`config.mk`:
```
export PLATFORM = sky130hd
export DESIGN_NAME = mag_sqrt
export DESIGN_NICKNAME = d
export VERILOG_FILES = /design/src/rtl/mag_pkg.sv /design/src/rtl/mag_sqrt.sv
export SDC_FILE = /design/constraint.sdc
export NUM_CORES = 1
export LEC_CHECK = 0
export ABC_CLOCK_PERIOD_IN_PS = 4600
export CORE_AREA = 2 2 126 128
export CTS_CLUSTER_SIZE = 20
export DETAILED_ROUTE_END_ITERATION = 7
export DIE_AREA = 0 0 128 130
export PLACE_DENSITY_LB_ADDON = 0.1
export SYNTH_ARGS = -nofsm -noshare
export SYNTH_HDL_FRONTEND = slang
export SYNTH_SLANG_ARGS = --single-unit
```
`constraint.sdc`:
```
create_clock -name clk -period 4.6 [get_ports clk]
set_input_delay 0.46 -clock clk [delete_from_list [all_inputs] [get_ports clk]]
set_output_delay 0.46 -clock clk [all_outputs]
set_load 0.01 [all_outputs]
```
`src/rtl/mag_pkg.sv`:
```
// mag_pkg
// Shared defaults and state encoding for the magnitude square-root block.
//   MAG_IN_W  : width of the squared-magnitude (power) word
//   MAG_OUT_W : width of the integer root, ceil(MAG_IN_W/2)
//   state_t   : sequencer states used by mag_sqrt
package mag_pkg;

  // Root width needed to hold floor(sqrt(x)) for an unsigned w-bit x.
  function automatic int root_w(input int w);
    return (w + 1) / 2;
  endfunction

  localparam int MAG_IN_W  = 55;
  localparam int MAG_OUT_W = root_w(MAG_IN_W);

  typedef enum logic [1:0] {
    ST_IDLE = 2'd0,
    ST_CALC = 2'd1,
    ST_DONE = 2'd2
  } state_t;

endpackage

```
`src/rtl/mag_sqrt.sv`:
```
// mag_sqrt
// Sequential integer square root of an unsigned power word. One root bit is
// resolved per clock, MSB first, using the digit-by-digit restoring method.
// The result and its remainder are held until the consumer accepts them.
//
// Ports
//   clk        : clock, rising edge
//   rst        : asynchronous reset, active high
//   clr        : synchronous abort/flush, overrides handshakes
//   in_valid   : in_data qualifier
//   in_ready   : high only while idle
//   in_data    : unsigned power word x (IN_W bits)
//   out_valid  : result qualifier, high only while holding a result
//   out_ready  : downstream accept
//   out_root   : floor(sqrt(x)) (OUT_W bits)
//   out_rem    : x - out_root^2 (OUT_W+1 bits)
//
// state   | meaning
// --------+-----------------------------------------------------------
// ST_IDLE | waiting for a word; in_ready=1
// ST_CALC | resolving one root bit per edge, counter OUT_W-1 down to 0
// ST_DONE | result held on out_root/out_rem; out_valid=1
module mag_sqrt
  import mag_pkg::*;
#(
  parameter int IN_W  = MAG_IN_W,
  parameter int OUT_W = MAG_OUT_W
) (
  input  logic             clk,
  input  logic             rst,
  input  logic             clr,
  input  logic             in_valid,
  output logic             in_ready,
  input  logic [IN_W-1:0]  in_data,
  output logic             out_valid,
  input  logic             out_ready,
  output logic [OUT_W-1:0] out_root,
  output logic [OUT_W:0]   out_rem
);

  // x is zero-extended to an even width so bits pair cleanly into digits.
  localparam int X_W   = 2 * OUT_W;
  // The remainder never exceeds 2*root (< 2^(OUT_W+1)); after the two-bit
  // shift-in it needs OUT_W+3 bits, which also covers x = 2^IN_W-1.
  localparam int REM_W = OUT_W + 3;
  localparam int CNT_W = (OUT_W > 1) ? $clog2(OUT_W) : 1;

  state_t             state;
  logic [X_W-1:0]     x_q;
  logic [OUT_W-1:0]   root_q;
  logic [REM_W-1:0]   rem_q;
  logic [CNT_W-1:0]   cnt_q;

  logic [REM_W-1:0]   rem_sh;
  logic [REM_W-1:0]   trial;
  logic               take;
  logic [REM_W-1:0]   rem_nxt;
  logic [OUT_W-1:0]   root_nxt;

  // One restoring step: bring down the next digit pair, try subtracting
  // (4*root + 1); a non-negative result means the next root bit is 1.
  always_comb begin
    rem_sh   = '0;
    trial    = '0;
    take     = 1'b0;
    rem_nxt  = '0;
    root_nxt = '0;

    rem_sh   = (rem_q << 2) | REM_W'(x_q[X_W-1 -: 2]);
    trial    = REM_W'({root_q, 2'b01});
    take     = (rem_sh >= trial);
    rem_nxt  = take ? (rem_sh - trial) : rem_sh;
    root_nxt = {root_q[OUT_W-2:0], take};
  end

  always_ff @(posedge clk or posedge rst) begin
    if (rst) begin
      state     <= ST_IDLE;
      in_ready  <= 1'b1;
      out_valid <= 1'b0;
      x_q       <= '0;
      root_q    <= '0;
      rem_q     <= '0;
      cnt_q     <= '0;
    end else if (clr) begin
      state     <= ST_IDLE;
      in_ready  <= 1'b1;
      out_valid <= 1'b0;
      x_q       <= '0;
      root_q    <= '0;
      rem_q     <= '0;
      cnt_q     <= '0;
    end else begin
      case (state)
        ST_IDLE: begin
          if (in_valid && in_ready) begin
            x_q      <= X_W'(in_data);
            root_q   <= '0;
            rem_q    <= '0;
            cnt_q    <= CNT_W'(OUT_W - 1);
            state    <= ST_CALC;
            in_ready <= 1'b0;
          end
        end

        ST_CALC: begin
          x_q    <= {x_q[X_W-3:0], 2'b00};
          root_q <= root_nxt;
          rem_q  <= rem_nxt;
          if (cnt_q == '0) begin
            state     <= ST_DONE;
            out_valid <= 1'b1;
          end else begin
            cnt_q <= cnt_q - 1'b1;
          end
        end

        ST_DONE: begin
          if (out_ready) begin
            state     <= ST_IDLE;
            out_valid <= 1'b0;
            in_ready  <= 1'b1;
          end
        end

        default: begin
          state     <= ST_IDLE;
          in_ready  <= 1'b1;
          out_valid <= 1'b0;
        end
      endcase
    end
  end

  assign out_root = root_q;
  assign out_rem  = rem_q[OUT_W:0];

endmodule

```
==> summary.txt <==
Global routing
  – First-pass GRT wire length: 27,300 µm
  – Pin count of the biggest net entering global routing: 78
  – Initial antenna violation count: 0
  – All-Layer GR Usage: 0.207
  – Vias in the first global route: 5,465
  – GRT Residual Overflow: 0

Logic synthesis
  – Synth Instances: 716
  – Post-synth EDFFs: 0
  – Post-Synthesis Cell Area: 6800 µm²
  – Synth Net Count: 808
  – Synth Area per Inst: 9.50 µm²
  – Synth warn: 0
  – Synth cell types: 54
  – Post-synthesis sequential area ratio: 0.449
  – Yosys reg bits: 122
  – FFs w/ async S/R, synth: 1.00
  – Ys flop type: dfrtp_1

Placement
  – Routability congestion estimate: 0.903
  – Placed Area: 7940 µm²
  – Post-DP HPWL: 11,500 µm
  – DP Worst Slack: 1310 ps
  – Port Buffer Count: 118

Pwr
  – Pwr dens: 671 nW/µm²
  – Static Leak: 4.08 nW
  – Peak supply drop: 0.000414 V

STA
  – RSZ-0062 raised after global routing: no
  – Final hold vios: 0
  – Final setup skew: 9.02 ps
  – Setup violations, final: 0
  – Setup TNS: 0 ps
  – Worst Setup Slack, final: 1290 ps
  – FMAX: 0.302 GHz
  – Relative slew slack: 0.337
  – Part of the cycle the worst path needs: 0.720
  – Slew Viols, Final: 0
  – Crit path time final: 3310 ps
  – Tightest Pin Transition: 994 ps

Clock tree
  – CTS H-tree depth: 4
  – Clock Path Buffers: 2
  – Number of setup buffers added after CTS: 0
  – CTS Buf Count: 17
  – CTS Sinks: 122
  – Root Buffer: clkbuf_16
  – Gates resized, CTS repair: 0
  – TritonCTS clock tree: built
  – Hold buffers post-CTS: 0
  – Clock slew seen by the registers of the worst setup and hold paths: 60 ps
  – Clk_lat worst skew: 420 ps

Setup path
  – Crit-path slowest cell: a21oi_4
  – CP peak stage delay: 620 ps
  – Critical path class: register to register
  – Max FO, Critical Path: 20
  – Worst Path Arrival: 3600 ps
  – Register-to-Register Path Depth: 12
  – Critical Path RT: 4890 ps
  – Worst setup EP type: register
  – Element type at the critical path start: register
  – Critical path cell sequence: inv_1 -> ha_1 -> a21oi_2 -> o21ai_1 -> nor4_2 -> a21oi_2 -> a21oi_2 -> o31ai_4 -> a21oi_4 -> buf_4 -> mux2i_1 -> o21ai_1
  – Most frequent CP cell: a21oi_2

Status
  – Status: finished clean

Floorplan
  – Core ar.: 15,400 µm²
  – Die Wd: 128 µm
  – Die area: 16,600 µm²
  – Starting Density: 0.441
  – FP Rows: 46
  – Die H: 130 µm
  – Top Ports: 119

Layout
  – Nets: 886
  – Most frequent cells in the layout: dfrtp_1 (121), clkdlybuf4s50_1 (118), inv_1 (82)
  – Layout Utilization: 0.556
  – Multi-input gate area: 3070 µm²
  – Area grow syn2layout: 26.1%
  – Register area: 3050 µm²
  – Commonest non-fill, non-tap cell in the layout: dfrtp_1
  – Fillers: 1,361
  – Layout cells sized above 1: 0.0670
  – Number of diodes: 0
  – Finished Cell Area: 8580 µm²

Job
  – MaxCap Viol Count: 0

Route
  – Drt first-iter violations: 532
  – DRC Markers: 0
  – Initial DRT Pass Iterations: 8
  – Vias per Instance: 5.60
  – Routed wire length: 16,700 µm
  – DRT antenna net count: 0
  – DR vias: 5,588
  – Drt wl/cell: 16.8 µm

Worst hold path
  – Hold Path Class: register to register
  – Hold depth: 2
[cells in the mapped netlist (2+ instances only)]
cell / number / area, µm²
clkbuf_1: 29 / 109
a211oi_1: 3 / 22.5
o21ai_1: 35 / 175
nor2b_1: 5 / 31.3
xnor2_1: 13 / 114
xor2_1: 15 / 131
buf_4: 30 / 225
a22o_1: 4 / 35.0
a222oi_1: 43 / 430
buf_6: 2 / 22.5
a21oi_1: 35 / 175
ha_1: 32 / 400
inv_1: 83 / 312
dfrtp_1: 121 / 3030
and3_1: 2 / 12.5
nor3_1: 5 / 25.0
mux2i_1: 28 / 280
nand2_1: 79 / 297
nand3_1: 3 / 15.0
o21bai_1: 2 / 15.0
o21ai_0: 37 / 185
a21o_1: 13 / 97.6
nor2_1: 28 / 105
nand2b_1: 6 / 37.5
o21a_1: 2 / 15.0
o31ai_1: 12 / 90.1
nand4_1: 2 / 12.5
a31o_2: 3 / 26.3
o22ai_1: 2 / 12.5
a21oi_2: 4 / 35.0
buf_1: 6 / 22.5
a32oi_1: 10 / 87.6
[layout make-up]
type | instances | area share
Clock buffer | 21 | 0.0548
Timing Repair Buffer | 127 | 0.147
Tap cell | 192 | 0.0280
Clock inverter | 10 | 0.0193
Inverter | 83 | 0.0366
Sequential cell | 122 | 0.356
Multi-Input combinational cell | 443 | 0.358
[cell families after synthesis]
group           synth area share
fa+ha+maj                 0.0589
compound gates             0.225
flops                      0.449
xor+xnor                  0.0361
simple gates              0.0879
buf+inv                    0.102
mux                       0.0412
[worst max-delay path: cells and delay by family (launching register included)]
family	cells	cell delay (ps)
simple gates	1	260
mux	1	220
compound gates	7	1490
fa+ha+maj	1	390
buf+inv	2	440
flops	1	360
[flip-flops by register name, indices dropped and copies added (netlist names)]
signal     flops
rem_q         29
cnt_q          5
in_ready       1
state          2
out_root      28
x_q           56
out_valid      1
[stage by stage]
step / hold WS, ps / power (mW) / std cells
after floorplan: 448 / 3.74 / 716
after global placement: 460 / 4.26 / 967
after detailed placement: 466 / 4.31 / 967
after CTS: 478 / 5.78 / 998
after global routing: 507 / 6.10 / 998
final: 479 / 5.75 / 998
[per-layer routing]
metal / vias up / GRT usage / share of wire
met3: 31 / 0.0513 / 0.051
met5: - / 0 / 0
met1: 2725 / 0.257 / 0.44
met4: 0 / 0.0905 / 0.021
li1: 2679 / - / -
met2: 153 / 0.344 / 0.49
[final timing paths]
path / startpoint / end / slack [ps]
hold / removal: x_q[3]$_DFFE_PP0P_ / x_q[3]$_DFFE_PP0P_ / 480
setup / recovery: out_root[6]$_DFFE_PP0P_ / rem_q[4]$_DFFE_PP0P_ / 1290
setup reg to reg: out_root[6]$_DFFE_PP0P_ / rem_q[4]$_DFFE_PP0P_ / 1290
min in group asynchronous: rst / out_root[8]$_DFFE_PP0P_ / 630
hold reg to reg: x_q[3]$_DFFE_PP0P_ / x_q[3]$_DFFE_PP0P_ / 480
max in group asynchronous: rst / in_ready$_DFFE_PP1P_ / 3000
[report_power, final]
| part | internal (mW) | switching [mW] | total (mW) |
|---|---|---|---|
| sequential | 1.24 | 0.146 | 1.39 |
| clock | 0.947 | 0.493 | 1.44 |
| combinational | 1.31 | 1.62 | 2.93 |
| total | 3.50 | 2.26 | 5.75 |
Power figures use the tool's default switching activity.
